### src/rtl/nasti_write_engine_pkg.sv
// Shared NASTI write-path types, burst/response encodings and engine state type.
// Both the write engine and the address generator import this package.
package nasti_write_engine_pkg;

  localparam int NASTI_ID_WIDTH   = 4;
  localparam int NASTI_ADDR_WIDTH = 32;
  localparam int NASTI_DATA_WIDTH = 64;
  localparam int NASTI_USER_WIDTH = 2;
  localparam int NASTI_STRB_WIDTH = NASTI_DATA_WIDTH / 8;

  localparam logic [1:0] BURST_FIXED = 2'b00;
  localparam logic [1:0] BURST_INCR  = 2'b01;
  localparam logic [1:0] BURST_WRAP  = 2'b10;
  localparam logic [1:0] RESP_OKAY   = 2'b00;
  localparam logic [1:0] RESP_SLVERR = 2'b10;

  typedef struct packed {
    logic [NASTI_ID_WIDTH-1:0]   id;
    logic [NASTI_ADDR_WIDTH-1:0] addr;
    logic [7:0]                  len;
    logic [2:0]                  size;
    logic [1:0]                  burst;
    logic [NASTI_USER_WIDTH-1:0] user;
  } aw_trans;

  typedef struct packed {
    logic [NASTI_DATA_WIDTH-1:0] data;
    logic [NASTI_STRB_WIDTH-1:0] strb;
    logic                        last;
  } w_trans;

  typedef struct packed {
    logic [NASTI_ID_WIDTH-1:0]   id;
    logic [1:0]                  resp;
    logic [NASTI_USER_WIDTH-1:0] user;
  } b_trans;

  typedef enum logic [1:0] {
    IDLE = 2'd0,
    DATA = 2'd1,
    RESP = 2'd2
  } state_t;

  // log2(len+1) for the legal WRAP lengths; 0 flags an illegal WRAP length.
  function automatic logic [3:0] wrap_shift(input logic [7:0] len);
    case (len)
      8'd1:    return 4'd1;
      8'd3:    return 4'd2;
      8'd7:    return 4'd3;
      8'd15:   return 4'd4;
      default: return 4'd0;
    endcase
  endfunction

endpackage

### src/rtl/nasti_write_engine_addr_gen.sv
// Combinational next-beat byte address for FIXED, INCR and WRAP bursts.
// Kept standalone so the read engine can share the same address rules.
module nasti_addr_gen
  import nasti_write_engine_pkg::*;
#(
  parameter int ADDR_WIDTH = NASTI_ADDR_WIDTH
) (
  input  logic [ADDR_WIDTH-1:0] addr,
  input  logic [2:0]            size,
  input  logic [7:0]            len,
  input  logic [1:0]            burst,
  output logic [ADDR_WIDTH-1:0] next_addr
);

  localparam logic [ADDR_WIDTH-1:0] ONE = {{(ADDR_WIDTH-1){1'b0}}, 1'b1};

  logic [ADDR_WIDTH-1:0] beat_bytes;
  logic [ADDR_WIDTH-1:0] wrap_bytes;
  logic [ADDR_WIDTH-1:0] incr_next;
  logic [ADDR_WIDTH-1:0] wrap_next;

  // INCR realigns after the first (possibly unaligned) beat; WRAP folds back at the wrap boundary.
  always_comb begin
    beat_bytes = ONE << size;
    wrap_bytes = beat_bytes << wrap_shift(len);
    incr_next  = (addr & ~(beat_bytes - ONE)) + beat_bytes;
    wrap_next  = addr + beat_bytes;
    if ((wrap_next & (wrap_bytes - ONE)) == '0) begin
      wrap_next = wrap_next - wrap_bytes;
    end
    case (burst)
      BURST_INCR: next_addr = incr_next;
      BURST_WRAP: next_addr = wrap_next;
      default:    next_addr = addr;
    endcase
  end

endmodule

### src/rtl/nasti_write_engine.sv
// Core-clock NASTI write engine: pops one AW, emits one memory command per W beat,
// then pushes a single B response for the burst.
module nasti_write_engine
  import nasti_write_engine_pkg::*;
#(
  parameter int C_NASTI_ID_WIDTH   = NASTI_ID_WIDTH,
  parameter int C_NASTI_ADDR_WIDTH = NASTI_ADDR_WIDTH,
  parameter int C_NASTI_DATA_WIDTH = NASTI_DATA_WIDTH,
  parameter int C_NASTI_USER_WIDTH = NASTI_USER_WIDTH
) (
  input  logic                            core_clk,
  input  logic                            core_arstn,
  input  aw_trans                         aw_rdata,
  input  logic                            aw_rempty,
  output logic                            aw_rden,
  input  w_trans                          w_rdata,
  input  logic                            w_rempty,
  output logic                            w_rden,
  output b_trans                          b_wdata,
  input  logic                            b_wfull,
  output logic                            b_wren,
  output logic                            cmd_valid,
  input  logic                            cmd_ready,
  output logic [C_NASTI_ADDR_WIDTH-1:0]   cmd_addr,
  output logic [C_NASTI_DATA_WIDTH-1:0]   cmd_data,
  output logic [C_NASTI_DATA_WIDTH/8-1:0] cmd_strb
);

  localparam logic [2:0] SIZE_MAX = 3'($clog2(C_NASTI_DATA_WIDTH / 8));

  state_t                          state;
  state_t                          state_nxt;
  logic [C_NASTI_ID_WIDTH-1:0]     id_q;
  logic [C_NASTI_USER_WIDTH-1:0]   user_q;
  logic [7:0]                      len_q;
  logic [2:0]                      size_q;
  logic [1:0]                      burst_q;
  logic [7:0]                      cnt;
  logic [C_NASTI_ADDR_WIDTH-1:0]   addr;
  logic [C_NASTI_ADDR_WIDTH-1:0]   next_addr;
  logic [C_NASTI_ADDR_WIDTH-1:0]   size_mask;
  logic                            aw_bad;
  logic                            drop_cmds;
  logic                            resp_err;
  logic                            last_beat;

  // An illegal AW is still fully drained, but never reaches the command interface.
  always_comb begin
    size_mask = ~({C_NASTI_ADDR_WIDTH{1'b1}} << aw_rdata.size);
    aw_bad    = 1'b0;
    if (aw_rdata.burst == 2'b11) begin
      aw_bad = 1'b1;
    end
    if (aw_rdata.size > SIZE_MAX) begin
      aw_bad = 1'b1;
    end
    if (aw_rdata.burst == BURST_WRAP &&
        (wrap_shift(aw_rdata.len) == 4'd0 || (aw_rdata.addr & size_mask) != '0)) begin
      aw_bad = 1'b1;
    end
  end

  assign last_beat = (cnt == len_q);

  nasti_addr_gen #(
    .ADDR_WIDTH (C_NASTI_ADDR_WIDTH)
  ) u_addr_gen (
    .addr      (addr),
    .size      (size_q),
    .len       (len_q),
    .burst     (burst_q),
    .next_addr (next_addr)
  );

  always_comb begin
    state_nxt = state;
    aw_rden   = 1'b0;
    w_rden    = 1'b0;
    cmd_valid = 1'b0;
    b_wren    = 1'b0;
    case (state)
      IDLE: begin
        if (!aw_rempty) begin
          aw_rden   = 1'b1;
          state_nxt = DATA;
        end
      end
      DATA: begin
        if (drop_cmds) begin
          w_rden = !w_rempty;
        end else begin
          cmd_valid = !w_rempty;
          w_rden    = !w_rempty && cmd_ready;
        end
        if (w_rden && last_beat) begin
          state_nxt = RESP;
        end
      end
      RESP: begin
        b_wren = !b_wfull;
        if (!b_wfull) begin
          state_nxt = IDLE;
        end
      end
      default: state_nxt = IDLE;
    endcase
  end

  // Payload outputs are forced to zero whenever they carry no meaning.
  always_comb begin
    cmd_addr = '0;
    cmd_data = '0;
    cmd_strb = '0;
    b_wdata  = '0;
    if (cmd_valid) begin
      cmd_addr = addr;
      cmd_data = w_rdata.data;
      cmd_strb = w_rdata.strb;
    end
    if (state == RESP) begin
      b_wdata.id   = id_q;
      b_wdata.resp = resp_err ? RESP_SLVERR : RESP_OKAY;
      b_wdata.user = user_q;
    end
  end

  always_ff @(posedge core_clk or negedge core_arstn) begin
    if (!core_arstn) begin
      state <= IDLE;
    end else begin
      state <= state_nxt;
    end
  end

  always_ff @(posedge core_clk or negedge core_arstn) begin
    if (!core_arstn) begin
      id_q      <= '0;
      user_q    <= '0;
      len_q     <= '0;
      size_q    <= '0;
      burst_q   <= '0;
      cnt       <= '0;
      addr      <= '0;
      drop_cmds <= 1'b0;
      resp_err  <= 1'b0;
    end else begin
      if (aw_rden) begin
        id_q      <= aw_rdata.id;
        user_q    <= aw_rdata.user;
        len_q     <= aw_rdata.len;
        size_q    <= aw_rdata.size;
        burst_q   <= aw_rdata.burst;
        cnt       <= '0;
        addr      <= aw_rdata.addr;
        drop_cmds <= aw_bad;
        resp_err  <= aw_bad;
      end
      // The beat count, not w_last, decides where the burst ends.
      if (w_rden) begin
        if (w_rdata.last != last_beat) begin
          resp_err <= 1'b1;
        end
        cnt  <= cnt + 8'd1;
        addr <= next_addr;
      end
    end
  end

endmodule
### config.mk
export PLATFORM = sky130hd
export DESIGN_NAME = nasti_write_engine
export DESIGN_NICKNAME = d
export VERILOG_FILES = /design/src/rtl/nasti_write_engine_pkg.sv /design/src/rtl/nasti_write_engine_addr_gen.sv /design/src/rtl/nasti_write_engine.sv
export SDC_FILE = /design/constraint.sdc
export NUM_CORES = 1
export LEC_CHECK = 0
export BUFFER_PORTS_ARGS = -buffer_cell sky130_fd_sc_hd__buf_4
export CAP_MARGIN = 10
export CORE_UTILIZATION = 50
export CTS_CLUSTER_SIZE = 30
export DETAILED_ROUTE_END_ITERATION = 12
export GPL_ROUTABILITY_DRIVEN = 0
export PLACE_DENSITY = 0.78
export SYNTH_ARGS = -nofsm -noshare
export SYNTH_HDL_FRONTEND = slang
export SYNTH_HIERARCHICAL = 1
export SYNTH_SLANG_ARGS = --single-unit
### constraint.sdc
create_clock -name core_clk -period 9.22 [get_ports core_clk]
set_input_delay 0.461 -clock core_clk [delete_from_list [all_inputs] [get_ports core_clk]]
set_output_delay 0.461 -clock core_clk [all_outputs]
set_load 0.01 [all_outputs]
# Yosys cells after proc, flatten, opt, wreduce, memory -nomap -nowiden
# Index checks and enable logic that the tools add are counted.
# Widths: inputs -> output; s select.
# op_classes
bitwise_logic	5
n_reduce_logical	13
addsub	6
n_mux	31
n_eq_ne	20
magnitude_cmp	1
n_shift	3
# op_table
operator	count
$mux 32	4
$and 32x32->32	3
$add 32x32->32	2
$mux 64	1
$not 32->32	2
$pmux 32 s2	1
$sub 32x1->32 const B	2
$logic_not 32->1	1
$mux 8	4
$reduce_bool 32->1	1
$shl 1x3->32 const A	1
$shl 32x3->32	1
$shl 32x3->32 const A	1
$sub 32x32->32	1
$pmux 3 s4	2
$eq 8x1->1 const B	2
$eq 8x2->1 const B	2
$eq 8x3->1 const B	2
$eq 8x4->1 const B	2
$mux 1	14
$add 8x1->8 const B	1
$eq 2x2->1 const B	4
$eq 8x8->1	1
$mux 2	4
14 further kinds	20
# word_totals
inputBits	130
output_inout_bits	116
elab_cells	89
reg_bits	63

# Depth between registers and ports, before layout
# depth
ltp_word	10
mapped_depth	26
mapped_depth_nobuf	22

# By module
# The synthesis kept the hierarchy.
# modules_own_cells
module	seq_area_each_um2	cells_per_inst	instances	area_per_inst_um2
nasti_addr_gen	0.0	753	1	4777.1
nasti_write_engine	1576.5	426	1	3538.4

# Worst setup path before layout
# Ideal clock, no wire load.
# synth_path
kind	register -> register
from	register size_q[0]
to	register addr[30]
arrival_time_ns	5.766
path_buffers	4
required_time_ns	9.096
stages_incl_launch_ff	27
slack_ns	3.329
setup_ns	0.124
path_cell_list	dfrtp_1 > clkbuf_1 > buf_2 > clkbuf_1 > clkbuf_1 > nor3_1 > ha_1 > inv_1 > fa_1 > nor2b_1 > o31a_1 > nor3_1 > nor2_1 > xor2_1 > ha_1 > nor3_1 > nor2_1 > o41a_1 > maj3_1 > maj3_1 > a31oi_1 > o21ai_0 > nor4_2 > nand4_1 > a31o_1 > a22oi_1 > nand2_1
# synth_between
elab_chain_cells	8
word_cells_on_any_way	14
# synth_rtl
element	line_no	source
from (decl)	nasti_write_engine.sv:36	logic [2:0] size_q;
from (signal assigned)	nasti_write_engine.sv:151	size_q <= aw_rdata.size;
$shl 1x3->32 (*)	nasti_write_engine_addr_gen.sv:24	beat_bytes = ONE << size;
parallel branches: the longest is 5 deep, another holds $sub 32x1->32	n/a	
$pmux 32 s2 (*)	nasti_write_engine_addr_gen.sv:31	case (burst)
named net next_addr[30]	nasti_write_engine.sv:40	logic [C_NASTI_ADDR_WIDTH-1:0] next_addr;
$mux 32 (*)	nasti_write_engine.sv:159	if (w_rden) begin
to (signal assigned)	nasti_write_engine.sv:154	addr <= aw_rdata.addr;
to (signal assigned)	nasti_write_engine.sv:164	addr <= next_addr;
to (decl)	nasti_write_engine.sv:39	logic [C_NASTI_ADDR_WIDTH-1:0] addr;
# Mark *: on every way through the listed nets, which the timed path passes.
# A chain may end at the register's enable or synchronous reset.

# Worst setup path after layout
# layout_path
from	register size_q[1]
to	register addr[30]
# The elaborated chain is that of the path after synthesis.

==> summary.txt <==
Die
  – Die footprint: 17150 um^2
  – Die Y: 131.0 um
  – Die Wd: 131.0 um
  – Io pins: 246
  – Starting density of the core: 51.78%
  – Cell Rows: 46
  – Core footprint: 16060 um^2

Synthesis
  – Ranking of synthesized cells by area: dfrtp_1 (19%), and2_1 (9.0%), nand2_1 (9.0%)
  – Synth Cell Area: 8315 um^2
  – Post-synth EDFFs: 0
  – Synthesized area per cell: 7.053 um^2
  – Register area share after synthesis: 18.96%
  – Post-Syn Instances: 1179
  – FFs w/ async S/R, synth: 100.0%
  – Predominant post-synthesis flop cell: dfrtp_1
  – Post-synthesis register bit count: 63
  – Unique masters post-synth: 84
  – YS warnings: 6
  – Leading area contributor after synthesis: dfrtp_1
  – Yosys top cell area share: 18.96%

Power and ir drop
  – Worst IR drop on VDD: 0.2114 mV
  – Logic pwr share: 72.0%
  – Flop pwr share: 17.1%
  – Net Sw Frac: 52.92%
  – Power Density: 325.4 nW/um^2
  – Clk pwr share: 10.9%
  – Internal power: 1.613 mW
  – P_leak: 4.849 nW
  – Net Sw Power: 1.813 mW

Cells and area
  – Multi-input logic area: 6304 um^2
  – Storage cell area: 1577 um^2
  – Share of cells above drive strength 1: 21.86%
  – Synthesis-to-layout area growth: 26.62%
  – Layout net count: 1535
  – Final instance area: 10530 um^2
  – Fillers: 1431

STA
  – Fin crit share: 70.22%
  – Final hold slack: 208.8 ps
  – Slew headroom: 22.10%
  – Endpoints failing setup: 0
  – Worst slew pin tran: 1166 ps
  – Final TNS setup: 0 ps
  – Min Clock Period, post-route: 6474 ps
  – Final hold vios: 0
  – Skew final: 8.938 ps
  – Fmax: 0.1545 GHz
  – RSZ-0062 raised after global routing: no
  – Number of max-slew violations in the final report: 0

Global routing
  – Vias in the first global route: 8712
  – Initial antenna violation count: 1
  – First-pass GRT wire length: 44780 um
  – Largest net degree at the start of global routing: 106
  – Gr usage total: 33.88%
  – Total congestion overflow: 0

Clock network
  – Htree depth: 3
  – Hold-fix buffers at CTS: 0
  – CTS sink count: 63
  – Post-CTS Setup Repair Bufs: 0
  – CTS Buffer Depth: 2
  – Clk slew on worst S/H paths: 60 ps
  – Post-CTS Resized: 0
  – Clock buffer count from CTS: 9
  – TritonCTS clock tree: done
  – Root Buffer: clkbuf_16
  – Skew-Pair Late Insertion Delay: 350 ps

Detailed routing
  – Routed wire length: 29890 um
  – WL per Instance: 18.75 um
  – Starting DRT DRC Count: 998
  – Antenna Nets Post-Route: 0
  – 1st-pass router iterations: 6
  – Total vias in the final route: 9803
  – Vias per inst: 6.150
  – Post-route DRC: 0

Setup path
  – Crit-path slowest cell: dfrtp_1
  – Critical path arrival: 6700 ps
  – Crit path cell chain: buf_4, nor3_1, ha_1, inv_1, fa_1, nor2b_1, o31a_1, nor3_1, nor2_1, xor2_1, ha_1, nor3_1, nor2_1, o41a_1, maj3_1, maj3_1, a31oi_1, o21ai_0, nor4_2, nand4_1, a31o_1, a22oi_1, nand2_1
  – Worst Setup Start Kind: flip-flop
  – CP endpoint kind: flip-flop
  – R2r startpoint: size_q[1]$_DFFE_PN0P_
  – Worst Setup Path Type: reg -> reg
  – Reg2reg setup slack: 2750 ps
  – Peak per-stage delay on the critical path: 530 ps
  – Setup crit start: size_q[1]$_DFFE_PN0P_
  – WP data required: 9450 ps
  – CP dominant cell by count: nor3_1
  – Worst r2r path cells: 23
  – Largest fanout on the critical path: 22

Placement
  – Detailed placement HPWL: 21960 um
  – Port Buffers: 244
  – Area after DPL: 10210 um^2

Job
  – Max Cap Viol: 0

Hold path
  – Hold Path Class: in -> async

Status
  – Outcome: completed
cell usage after synthesis, drive strengths merged, types with 5 or more instances:
| cell type | count |
|---|---|
| nand2 | 200 |
| and2 | 120 |
| nor2 | 69 |
| dfrtp | 63 |
| clkbuf | 60 |
| o21ai | 56 |
| a21oi | 53 |
| xnor2 | 50 |
| nor3 | 43 |
| a22oi | 41 |
| inv | 33 |
| xor2 | 30 |
| ha | 29 |
| nand3 | 26 |
| nand4 | 22 |
| nand2b | 18 |
| a31oi | 16 |
| buf | 16 |
| nor2b | 15 |
| or2 | 14 |
| a21o | 13 |
| o21a | 13 |
| a211oi | 12 |
| nor4 | 12 |
| o31ai | 10 |
| and3 | 9 |
| mux2i | 9 |
| o221ai | 9 |
| or3 | 9 |
| o211ai | 8 |
| a21boi | 6 |
| a31o | 6 |
| o31a | 6 |
| nor3b | 5 |
| o21bai | 5 |
power groups by stage:
stage | combinational (mW) | sequential, mW | clock, mW
after global routing | 2.67 | 0.607 | 0.385
after CTS | 2.39 | 0.581 | 0.375
final | 2.47 | 0.587 | 0.373
after detailed placement | 2.38 | 0.585 | 0
after global placement | 2.33 | 0.579 | 0
after floorplan | 1.85 | 0.463 | 0
final timing paths:
path,endpoint
worst max-delay path,addr[30]$_DFFE_PN0P_
worst min-delay path,addr[15]$_DFFE_PN0P_
worst max register to register,addr[30]$_DFFE_PN0P_
worst min register to register,id_q[0]$_DFFE_PN0P_
max in group asynchronous,size_q[2]$_DFFE_PN0P_
min in group core_clk,id_q[3]$_DFFE_PN0P_
registers in the layout (all words and copies together) (netlist names):
signal and cells:
addr 32, cnt 8, len_q 8, id_q 4, size_q 3, burst_q 2
state 2, user_q 2, drop_cmds 1, resp_err 1
cell usage in the layout, fill, tap and decap left out, drive strengths merged, types with 10 or more instances in the layout:
| cell type | Yosys | final |
|---|---|---|
| a22oi | 41 | 41 |
| o31ai | 10 | 10 |
| dfrtp | 63 | 63 |
| xor2 | 30 | 30 |
| a211oi | 12 | 12 |
| buf | 16 | 257 |
| nand3 | 26 | 26 |
| o21a | 13 | 13 |
| nand2b | 18 | 18 |
| inv | 33 | 33 |
| nor4 | 12 | 12 |
| clkbuf | 60 | 11 |
| nor2 | 69 | 69 |
| o21ai | 56 | 56 |
| nor2b | 15 | 15 |
| ha | 29 | 29 |
| or2 | 14 | 14 |
| nand4 | 22 | 22 |
| and2 | 120 | 120 |
| a21o | 13 | 13 |
| xnor2 | 50 | 50 |
| nand2 | 200 | 200 |
| nor3 | 43 | 43 |
| a21oi | 53 | 53 |
| a31oi | 16 | 16 |
worst max-delay path: cells and delay by family (launching register included):
| family | cells | cell delay [ps] |
|---|---|---|
| buffers and inverters | 2 | 370 |
| adder cells (fa/ha/maj) | 5 | 1840 |
| flip-flops | 1 | 530 |
| AO/OA/AOI/OAI | 6 | 1470 |
| AND/OR/NAND/NOR | 9 | 1800 |
| XOR/XNOR | 1 | 360 |
stage by stage:
step	setup slack [ps]	utilization, %	total power [mW]	std cells
floorplan	3329	-	2.313	1182
global placement	3160	63.61	2.909	1579
detailed placement	2926	63.61	2.964	1579
CTS	2900	65.55	3.345	1593
global route	2288	65.57	3.666	1594
finish	2746	65.57	3.426	1594
routing by layer:
metal | track usage, % | vias to the layer above | share of wire (%)
met5 | 0 | - | 0
met4 | 14.27 | 0 | 3.0
met3 | 8.388 | 87 | 9.6
met2 | 52.85 | 586 | 46
met1 | 44.51 | 4546 | 41
li1 | - | 4584 | -
cell type report:
class / count / area share, %
flip-flops and latches: 63 / 14.97
repair buffers: 257 / 18.32
clock buffers: 11 / 2.305
well taps: 216 / 2.567
inverters: 36 / 1.283
diodes: 1 / 0.02377
multi-input cells: 1007 / 59.87
clock inverters: 3 / 0.6536
kinds of logic after synthesis:
logic type | count (synthesis) | share of synthesized area [%]
adders and majority gates | 35 | 5.327
xor gates and xnor gates | 80 | 8.426
other | 2 | 0.09031
DFF | 63 | 18.96
and+or+nand+nor | 581 | 35.80
AOI/OAI and AO/OA | 293 | 24.24
buffers and inverters | 112 | 5.537
muxes | 13 | 1.625
(Power assumes the default switching activity.)
